### config.mk
export PLATFORM = sky130hd
export DESIGN_NAME = video_in_capture
export DESIGN_NICKNAME = d
export VERILOG_FILES = /design/src/rtl/video_in_pkg.sv /design/src/rtl/video_in_pack.sv /design/src/rtl/video_in_capture.sv
export SDC_FILE = /design/constraint.sdc
export NUM_CORES = 1
export LEC_CHECK = 0
export CAP_MARGIN = 0
export CORE_MARGIN = 5
export CORE_UTILIZATION = 53
export CTS_CLUSTER_DIAMETER = 120
export DETAILED_ROUTE_END_ITERATION = 8
export PLACE_DENSITY = 0.79
export SETUP_SLACK_MARGIN = 0.3
export SKIP_CTS_REPAIR_TIMING = 1
export SLEW_MARGIN = 10
export SYNTH_ARGS = -nofsm -noshare
export SYNTH_HDL_FRONTEND = slang
export SYNTH_SLANG_ARGS = --single-unit
### constraint.sdc
create_clock -name clk -period 2.1 [get_ports clk]
set_input_delay 0.21 -clock clk [delete_from_list [all_inputs] [get_ports clk]]
set_output_delay 0.21 -clock clk [all_outputs]
set_load 0.01 [all_outputs]
### src/rtl/video_in_pkg.sv
// Shared types and helpers for the camera-bus capture block.
package video_in_pkg;

   typedef enum logic [1:0] {
      SYNC,
      VBLANK,
      HBLANK,
      LINE
   } state_t;

   localparam int ERR_LONG  = 0;
   localparam int ERR_SHORT = 1;
   localparam int ERR_FRAME = 2;
   localparam int ERR_OVF   = 3;

   function automatic int word_width(input int pix_w, input int ppw);
      return pix_w * ppw;
   endfunction

endpackage

### src/rtl/video_in_pack.sv
// Packs P_PPW consecutive pixels into one word, first pixel in the MSBs.
module video_in_pack
   import video_in_pkg::*;
#(
   parameter int P_PIX_W = 8,
   parameter int P_PPW   = 4
) (
   input  logic                                   clk,
   input  logic                                   rst,
   input  logic                                   push,
   input  logic                                   flush,
   input  logic [P_PIX_W-1:0]                     pixel,
   output logic [word_width(P_PIX_W, P_PPW)-1:0]  word,
   output logic                                   word_done
);

   localparam int WORD_W = word_width(P_PIX_W, P_PPW);
   localparam int CNT_W  = (P_PPW > 1) ? $clog2(P_PPW) : 1;
   localparam logic [CNT_W-1:0] CNT_LAST = CNT_W'(P_PPW - 1);

   logic [WORD_W-1:0] sh_q, sh_d;
   logic [CNT_W-1:0]  cnt_q, cnt_d;

   always_comb begin
      sh_d      = sh_q;
      cnt_d     = cnt_q;
      word_done = 1'b0;
      if (flush) begin
         cnt_d = '0;
      end else if (push) begin
         // The word is handed out combinationally on the completing push.
         sh_d = (sh_q << P_PIX_W) | WORD_W'(pixel);
         if (cnt_q == CNT_LAST) begin
            cnt_d     = '0;
            word_done = 1'b1;
         end else begin
            cnt_d = cnt_q + CNT_W'(1);
         end
      end
      word = sh_d;
   end

   always_ff @(posedge clk) begin
      if (rst) begin
         sh_q  <= '0;
         cnt_q <= '0;
      end else begin
         sh_q  <= sh_d;
         cnt_q <= cnt_d;
      end
   end

endmodule

### src/rtl/video_in_capture.sv
// Camera bus capture: frame/line FSM, geometry checks, pixel packing and a
// single-entry valid/ready output register with counted drops.
module video_in_capture
   import video_in_pkg::*;
#(
   parameter int P_WIDTH  = 640,
   parameter int P_HEIGHT = 480,
   parameter int P_PIX_W  = 8,
   parameter int P_PPW    = 4,
   parameter int P_CNT_W  = 16
) (
   input  logic                         clk,
   input  logic                         RST,
   input  logic                         pix_en,
   input  logic                         frame_valid,
   input  logic                         line_valid,
   input  logic [P_PIX_W-1:0]           pixel_in,
   input  logic                         cap_en,
   output logic [P_PIX_W*P_PPW-1:0]     out_data,
   output logic                         out_valid,
   input  logic                         out_ready,
   output logic                         out_sof,
   output logic                         out_eol,
   output logic                         frame_done,
   output logic [3:0]                   err,
   input  logic                         err_clr,
   output logic [P_CNT_W-1:0]           drop_cnt
);

   localparam int WORD_W = word_width(P_PIX_W, P_PPW);
   localparam int COL_W  = $clog2(P_WIDTH + 1);
   localparam int LINE_W = $clog2(P_HEIGHT + 2);

   localparam logic [COL_W-1:0]  COL_MAX  = COL_W'(P_WIDTH);
   localparam logic [COL_W-1:0]  COL_LAST = COL_W'(P_WIDTH - 1);
   localparam logic [COL_W-1:0]  COL_SOF  = COL_W'(P_PPW - 1);
   localparam logic [LINE_W-1:0] LINE_H   = LINE_W'(P_HEIGHT);
   localparam logic [LINE_W-1:0] LINE_SAT = LINE_W'(P_HEIGHT + 1);

   generate
      if (P_WIDTH % P_PPW != 0) begin : g_bad_geometry
         $error("video_in_capture: P_WIDTH must be a multiple of P_PPW");
      end
   endgenerate

   state_t              state_q, state_d;
   logic [COL_W-1:0]    col_q, col_d;
   logic [LINE_W-1:0]   line_q, line_d;
   logic                armed_q, armed_d;
   logic                bad_q, bad_d;
   logic [WORD_W-1:0]   data_q, data_d;
   logic                valid_q, valid_d;
   logic                sof_q, sof_d;
   logic                eol_q, eol_d;
   logic                done_q, done_d;
   logic [3:0]          err_q, err_d;
   logic [P_CNT_W-1:0]  drop_q, drop_d;

   logic                push;
   logic                flush;
   logic [COL_W-1:0]    pix_col;
   logic [3:0]          err_ev;
   logic                sof_tag;
   logic                eol_tag;
   logic [WORD_W-1:0]   word;
   logic                word_done;

   video_in_pack #(
      .P_PIX_W (P_PIX_W),
      .P_PPW   (P_PPW)
   ) u_pack (
      .clk       (clk),
      .rst       (RST),
      .push      (push),
      .flush     (flush),
      .pixel     (pixel_in),
      .word      (word),
      .word_done (word_done)
   );

   always_comb begin
      state_d = state_q;
      col_d   = col_q;
      line_d  = line_q;
      armed_d = armed_q;
      bad_d   = bad_q;
      push    = 1'b0;
      flush   = 1'b0;
      pix_col = '0;
      done_d  = 1'b0;
      err_ev  = '0;

      if (pix_en) begin
         case (state_q)
            SYNC: begin
               if (!frame_valid && !line_valid) state_d = VBLANK;
            end
            VBLANK: begin
               if (frame_valid) begin
                  armed_d = cap_en;
                  line_d  = '0;
                  bad_d   = 1'b0;
                  flush   = 1'b1;
                  state_d = HBLANK;
               end
            end
            HBLANK: begin
               if (!frame_valid) begin
                  // Overlong frames were already flagged on entering line P_HEIGHT.
                  if (line_q == LINE_H) done_d = !bad_q;
                  else if (line_q < LINE_H) err_ev[ERR_FRAME] = 1'b1;
                  state_d = VBLANK;
               end else if (line_valid) begin
                  pix_col = '0;
                  push    = armed_q && (line_q < LINE_H);
                  col_d   = COL_W'(1);
                  if (line_q == LINE_H) err_ev[ERR_FRAME] = 1'b1;
                  state_d = LINE;
               end
            end
            LINE: begin
               if (!frame_valid) begin
                  err_ev[ERR_SHORT] = 1'b1;
                  err_ev[ERR_FRAME] = 1'b1;
                  flush   = 1'b1;
                  state_d = VBLANK;
               end else if (line_valid) begin
                  if (col_q < COL_MAX) begin
                     pix_col = col_q;
                     push    = armed_q && (line_q < LINE_H);
                     col_d   = col_q + COL_W'(1);
                  end else begin
                     err_ev[ERR_LONG] = 1'b1;
                  end
               end else begin
                  if (col_q != COL_MAX) begin
                     err_ev[ERR_SHORT] = 1'b1;
                     flush = 1'b1;
                  end
                  if (line_q != LINE_SAT) line_d = line_q + LINE_W'(1);
                  state_d = HBLANK;
               end
            end
            default: state_d = SYNC;
         endcase
      end

      if (|err_ev[ERR_FRAME:ERR_LONG]) bad_d = 1'b1;

      sof_tag = (line_q == '0) && (pix_col == COL_SOF);
      eol_tag = (pix_col == COL_LAST);

      data_d  = data_q;
      valid_d = valid_q;
      sof_d   = sof_q;
      eol_d   = eol_q;
      drop_d  = drop_q;
      if (valid_q && out_ready) valid_d = 1'b0;
      if (word_done) begin
         if (!valid_q || out_ready) begin
            data_d  = word;
            valid_d = 1'b1;
            sof_d   = sof_tag;
            eol_d   = eol_tag;
         end else begin
            err_ev[ERR_OVF] = 1'b1;
            if (drop_q != '1) drop_d = drop_q + P_CNT_W'(1);
         end
      end

      // A fresh event in the clearing cycle survives the clear.
      err_d = (err_clr ? 4'b0000 : err_q) | err_ev;
   end

   always_ff @(posedge clk) begin
      if (RST) begin
         state_q <= SYNC;
         col_q   <= '0;
         line_q  <= '0;
         armed_q <= 1'b0;
         bad_q   <= 1'b0;
         data_q  <= '0;
         valid_q <= 1'b0;
         sof_q   <= 1'b0;
         eol_q   <= 1'b0;
         done_q  <= 1'b0;
         err_q   <= '0;
         drop_q  <= '0;
      end else begin
         state_q <= state_d;
         col_q   <= col_d;
         line_q  <= line_d;
         armed_q <= armed_d;
         bad_q   <= bad_d;
         data_q  <= data_d;
         valid_q <= valid_d;
         sof_q   <= sof_d;
         eol_q   <= eol_d;
         done_q  <= done_d;
         err_q   <= err_d;
         drop_q  <= drop_d;
      end
   end

   assign out_data   = data_q;
   assign out_valid  = valid_q;
   assign out_sof    = sof_q;
   assign out_eol    = eol_q;
   assign frame_done = done_q;
   assign err        = err_q;
   assign drop_cnt   = drop_q;

endmodule

==> flow_summary.json <==
{
  "worst_slew_pin_slew_ns": 0.665,
  "arrival_ns": 2.25,
  "final_layout_size_suffix_gt1_frac": 0.139,
  "endpoint": "out_sof$_SDFFE_PP0P_",
  "wl_microns": 11900,
  "io_pins": 72,
  "synth.distinct_cells": 48,
  "fillers": 680,
  "grt_max_degree": 93,
  "rsz0062_at_grt": "true",
  "clockBufferDepth": 2,
  "ant_nets": 0,
  "leakage_nw": 1.93,
  "clk_latency_ns": 0.37,
  "layout_setup_ws_ns": 0.143,
  "coreArea_sq_um": 8640,
  "synth-async-reset-ratio": 0,
  "ys_seq_area_frac": 0.453,
  "globalRouteOverflowTotal": 0,
  "worstSetupPathType": "reg2reg",
  "p_per_area_nw_per_um2": 570,
  "preCtsSetupSlack_ns": 0.0273,
  "finalHoldViolCount": 0,
  "syn_to_final_growth_pct": 29.2,
  "finalSetupViolations": 0,
  "grt_pass1_wl_microns": 19200,
  "grt_pass1_vias": 4162,
  "timing.setup.tns_ns": 0,
  "cts_tree": "done",
  "clk_pin_slew_ns": 0.10,
  "remaining_drc_errors": 0,
  "cts.htree.levels": 3,
  "cts_root_buf": "clkbuf_8",
  "vias": 4478,
  "timing.rr.end": "out_sof$_SDFFE_PP0P_",
  "num_rows": 34,
  "netlist_area_sq_um": 4640,
  "nNetsFinal": 667,
  "min_period_ns": 1.96,
  "maxCapViolations": 0,
  "rrSetupSlack_ns": 0.14,
  "ir_drop_uv": 355,
  "initialDrtViolationCount": 219,
  "syn-num-nets": 588,
  "fin_crit_sh": 0.932,
  "grtUsageTotal": 0.206,
  "synth_warnings": 0,
  "worstSetupEndpointType": "register",
  "slew-limit-headroom": 0.552,
  "die-area_sq_um": 10700,
  "ys_seq_elements": 105,
  "drt_pre_antenna_iters": 5,
  "ys.flop_type": "dfxtp_1",
  "cts_buffers": 9,
  "avgRoutedWirePerCell_microns": 15.8,
  "timing.rr.start": "line_q[1]$_SDFFE_PP0P_",
  "dp_hpwl_microns": 7680,
  "synth_enable_flop_cells": 0,
  "holdCritPathClass": "in2reg",
  "antenna_found_initial": 0,
  "avgViaCountPerCell": 5.92,
  "crit_fanout": 3,
  "critPathRequiredTime_ns": 2.40,
  "netlist_instances": 565,
  "die_w_microns": 104,
  "port_buffers": 71,
  "finalMaxSlewViolations": 0,
  "place_congestion": 0.878,
  "skew_ns": 0.00919,
  "cts_sinks": 105,
  "max_clock_freq_ghz": 0.511,
  "initial_core_util": 0.537,
  "startpoint": "line_q[1]$_SDFFE_PP0P_",
  "num_antenna_cells": 0,
  "syn_avg_cell_area_sq_um": 8.21,
  "status": "finished, final reports clean",
  "reg2regPathDepth": 6,
  "chipHeight_microns": 104,
  "start_kind": "register"
}
==> worst min path at each step <==
| stage | slack, ns | from | cells past startpoint | to |
|---|---|---|---|---|
| final | 0.26 | RST | 3 | line_q[8]$_SDFFE_PP0P_ |
| after global routing | 0.27 | RST | 3 | line_q[8]$_SDFFE_PP0P_ |
| after CTS | 0.26 | RST | 3 | line_q[8]$_SDFFE_PP0P_ |
| after detailed placement | 0.45 | u_pack.sh_q[21]$_SDFF_PP0_ | 2 | u_pack.sh_q[21]$_SDFF_PP0_ |
| after global placement | 0.44 | u_pack.sh_q[22]$_SDFF_PP0_ | 2 | u_pack.sh_q[22]$_SDFF_PP0_ |
| after floorplan | 0.35 | pixel_in[0] | 2 | u_pack.sh_q[0]$_SDFF_PP0_ |
==> kinds of logic (layout without fill, tap and decap cells) <==
kind of cell	Yosys count	in the layout	share of synthesized area
muxes	6	6	0.0138
DFF	105	105	0.453
AOI/OAI and AO/OA	163	163	0.197
and+or+nand+nor	222	222	0.254
xor gates and xnor gates	5	5	0.00944
adders and majority gates	7	7	0.0189
buffers and inverters	57	141	0.0540
==> where the power goes <==
| group | leakage (nW) | total [W] | internal (W) | switching (W) |
|---|---|---|---|---|
| registers | 0.851 | 0.00199 | 0.00199 | 0.00000397 |
| logic | 0.980 | 0.000110 | 0.0000474 | 0.0000624 |
| clock network | 0.103 | 0.00131 | 0.000597 | 0.000715 |
==> worst max-delay path: stages, from the launching register on <==
cell and delay [ns]:
dfxtp_2 0.34, inv_2 0.09, ha_4 0.13, or4b_4 0.47, nand4b_1 0.21, or4_1 0.52, a21oi_1 0.13
==> cell type report <==
| type | instances | area [sq um] | area share |
|---|---|---|---|
| sequential | 105 | 2120 | 0.353 |
| inverter | 13 | 51.3 | 0.00856 |
| tap | 108 | 135 | 0.0226 |
| timing repair buffer | 112 | 1120 | 0.187 |
| multi-input combinational | 403 | 2360 | 0.393 |
| clock inverter | 6 | 72.6 | 0.0121 |
| clock buffer | 10 | 138 | 0.0230 |
==> cell usage in the layout (no fill, tap or decap), drive strengths merged, types with 15 or more instances in the layout <==
master / synthesis / routed
clkdlybuf4s50: 0 / 70
o21ai: 47 / 47
dfxtp: 105 / 105
buf: 20 / 40
nand4: 22 / 22
nor2: 18 / 18
a21oi: 87 / 87
nand3: 48 / 48
nand2: 67 / 67
inv: 13 / 15
==> cells in the mapped netlist (all sizes together) (2+ instances only) <==
library cell / instances / area [sq um]
ha: 7 / 87.6
clkbuf: 24 / 90.1
and3: 3 / 18.8
or3: 8 / 50.1
nand4: 22 / 153
and4: 8 / 70.1
o41ai: 2 / 17.5
a21oi: 87 / 435
o31ai: 8 / 60.1
a31oi: 2 / 12.5
xor2: 4 / 35.0
nand2: 67 / 251
a211oi: 2 / 15.0
nand3: 48 / 240
inv: 13 / 48.8
mux2: 3 / 33.8
and2: 6 / 37.5
nor3: 7 / 35.0
or4: 13 / 97.6
o21ai: 47 / 235
buf: 20 / 111
nor2: 18 / 67.6
nor2b: 5 / 31.3
o21ba: 2 / 20.0
dfxtp: 105 / 2100
nor4: 7 / 43.8
mux2i: 3 / 30.0
and4b: 2 / 20.0
nand2b: 4 / 25.0
o211ai: 5 / 51.3
==> per-layer routing <==
metal / wire length (microns) / share of wire / GRT usage / vias up
li1: - / - / - / 2199
met4: 136 / 0.011 / 0.0544 / 0
met1: 5140 / 0.43 / 0.266 / 2120
met3: 647 / 0.054 / 0.0460 / 18
met2: 6020 / 0.50 / 0.346 / 141
met5: 0 / 0 / 0 / -
==> state kept, by name, summed over array words and instances, names as in the netlist <==
signal and cells:
armed_q 1, bad_q 1, col_q 10, drop_cnt 16, err 4, frame_done 1, line_q 9, out_data 32
out_eol 1, out_sof 1, out_valid 1, state_q 2, u_pack.cnt_q 2, u_pack.sh_q 24
==> metrics by stage <==
stage	cell area, sq um	cells	util	hold WS [ns]	power (W)
floorplan	4640	565	-	0.346	0.00209
global placement	5510	721	0.637	0.444	0.00215
detailed placement	5510	721	0.637	0.450	0.00215
CTS	5720	737	0.662	0.263	0.00344
global route	5990	757	0.694	0.267	0.00355
finish	5990	757	0.694	0.261	0.00342
(Power assumes the default switching activity.)
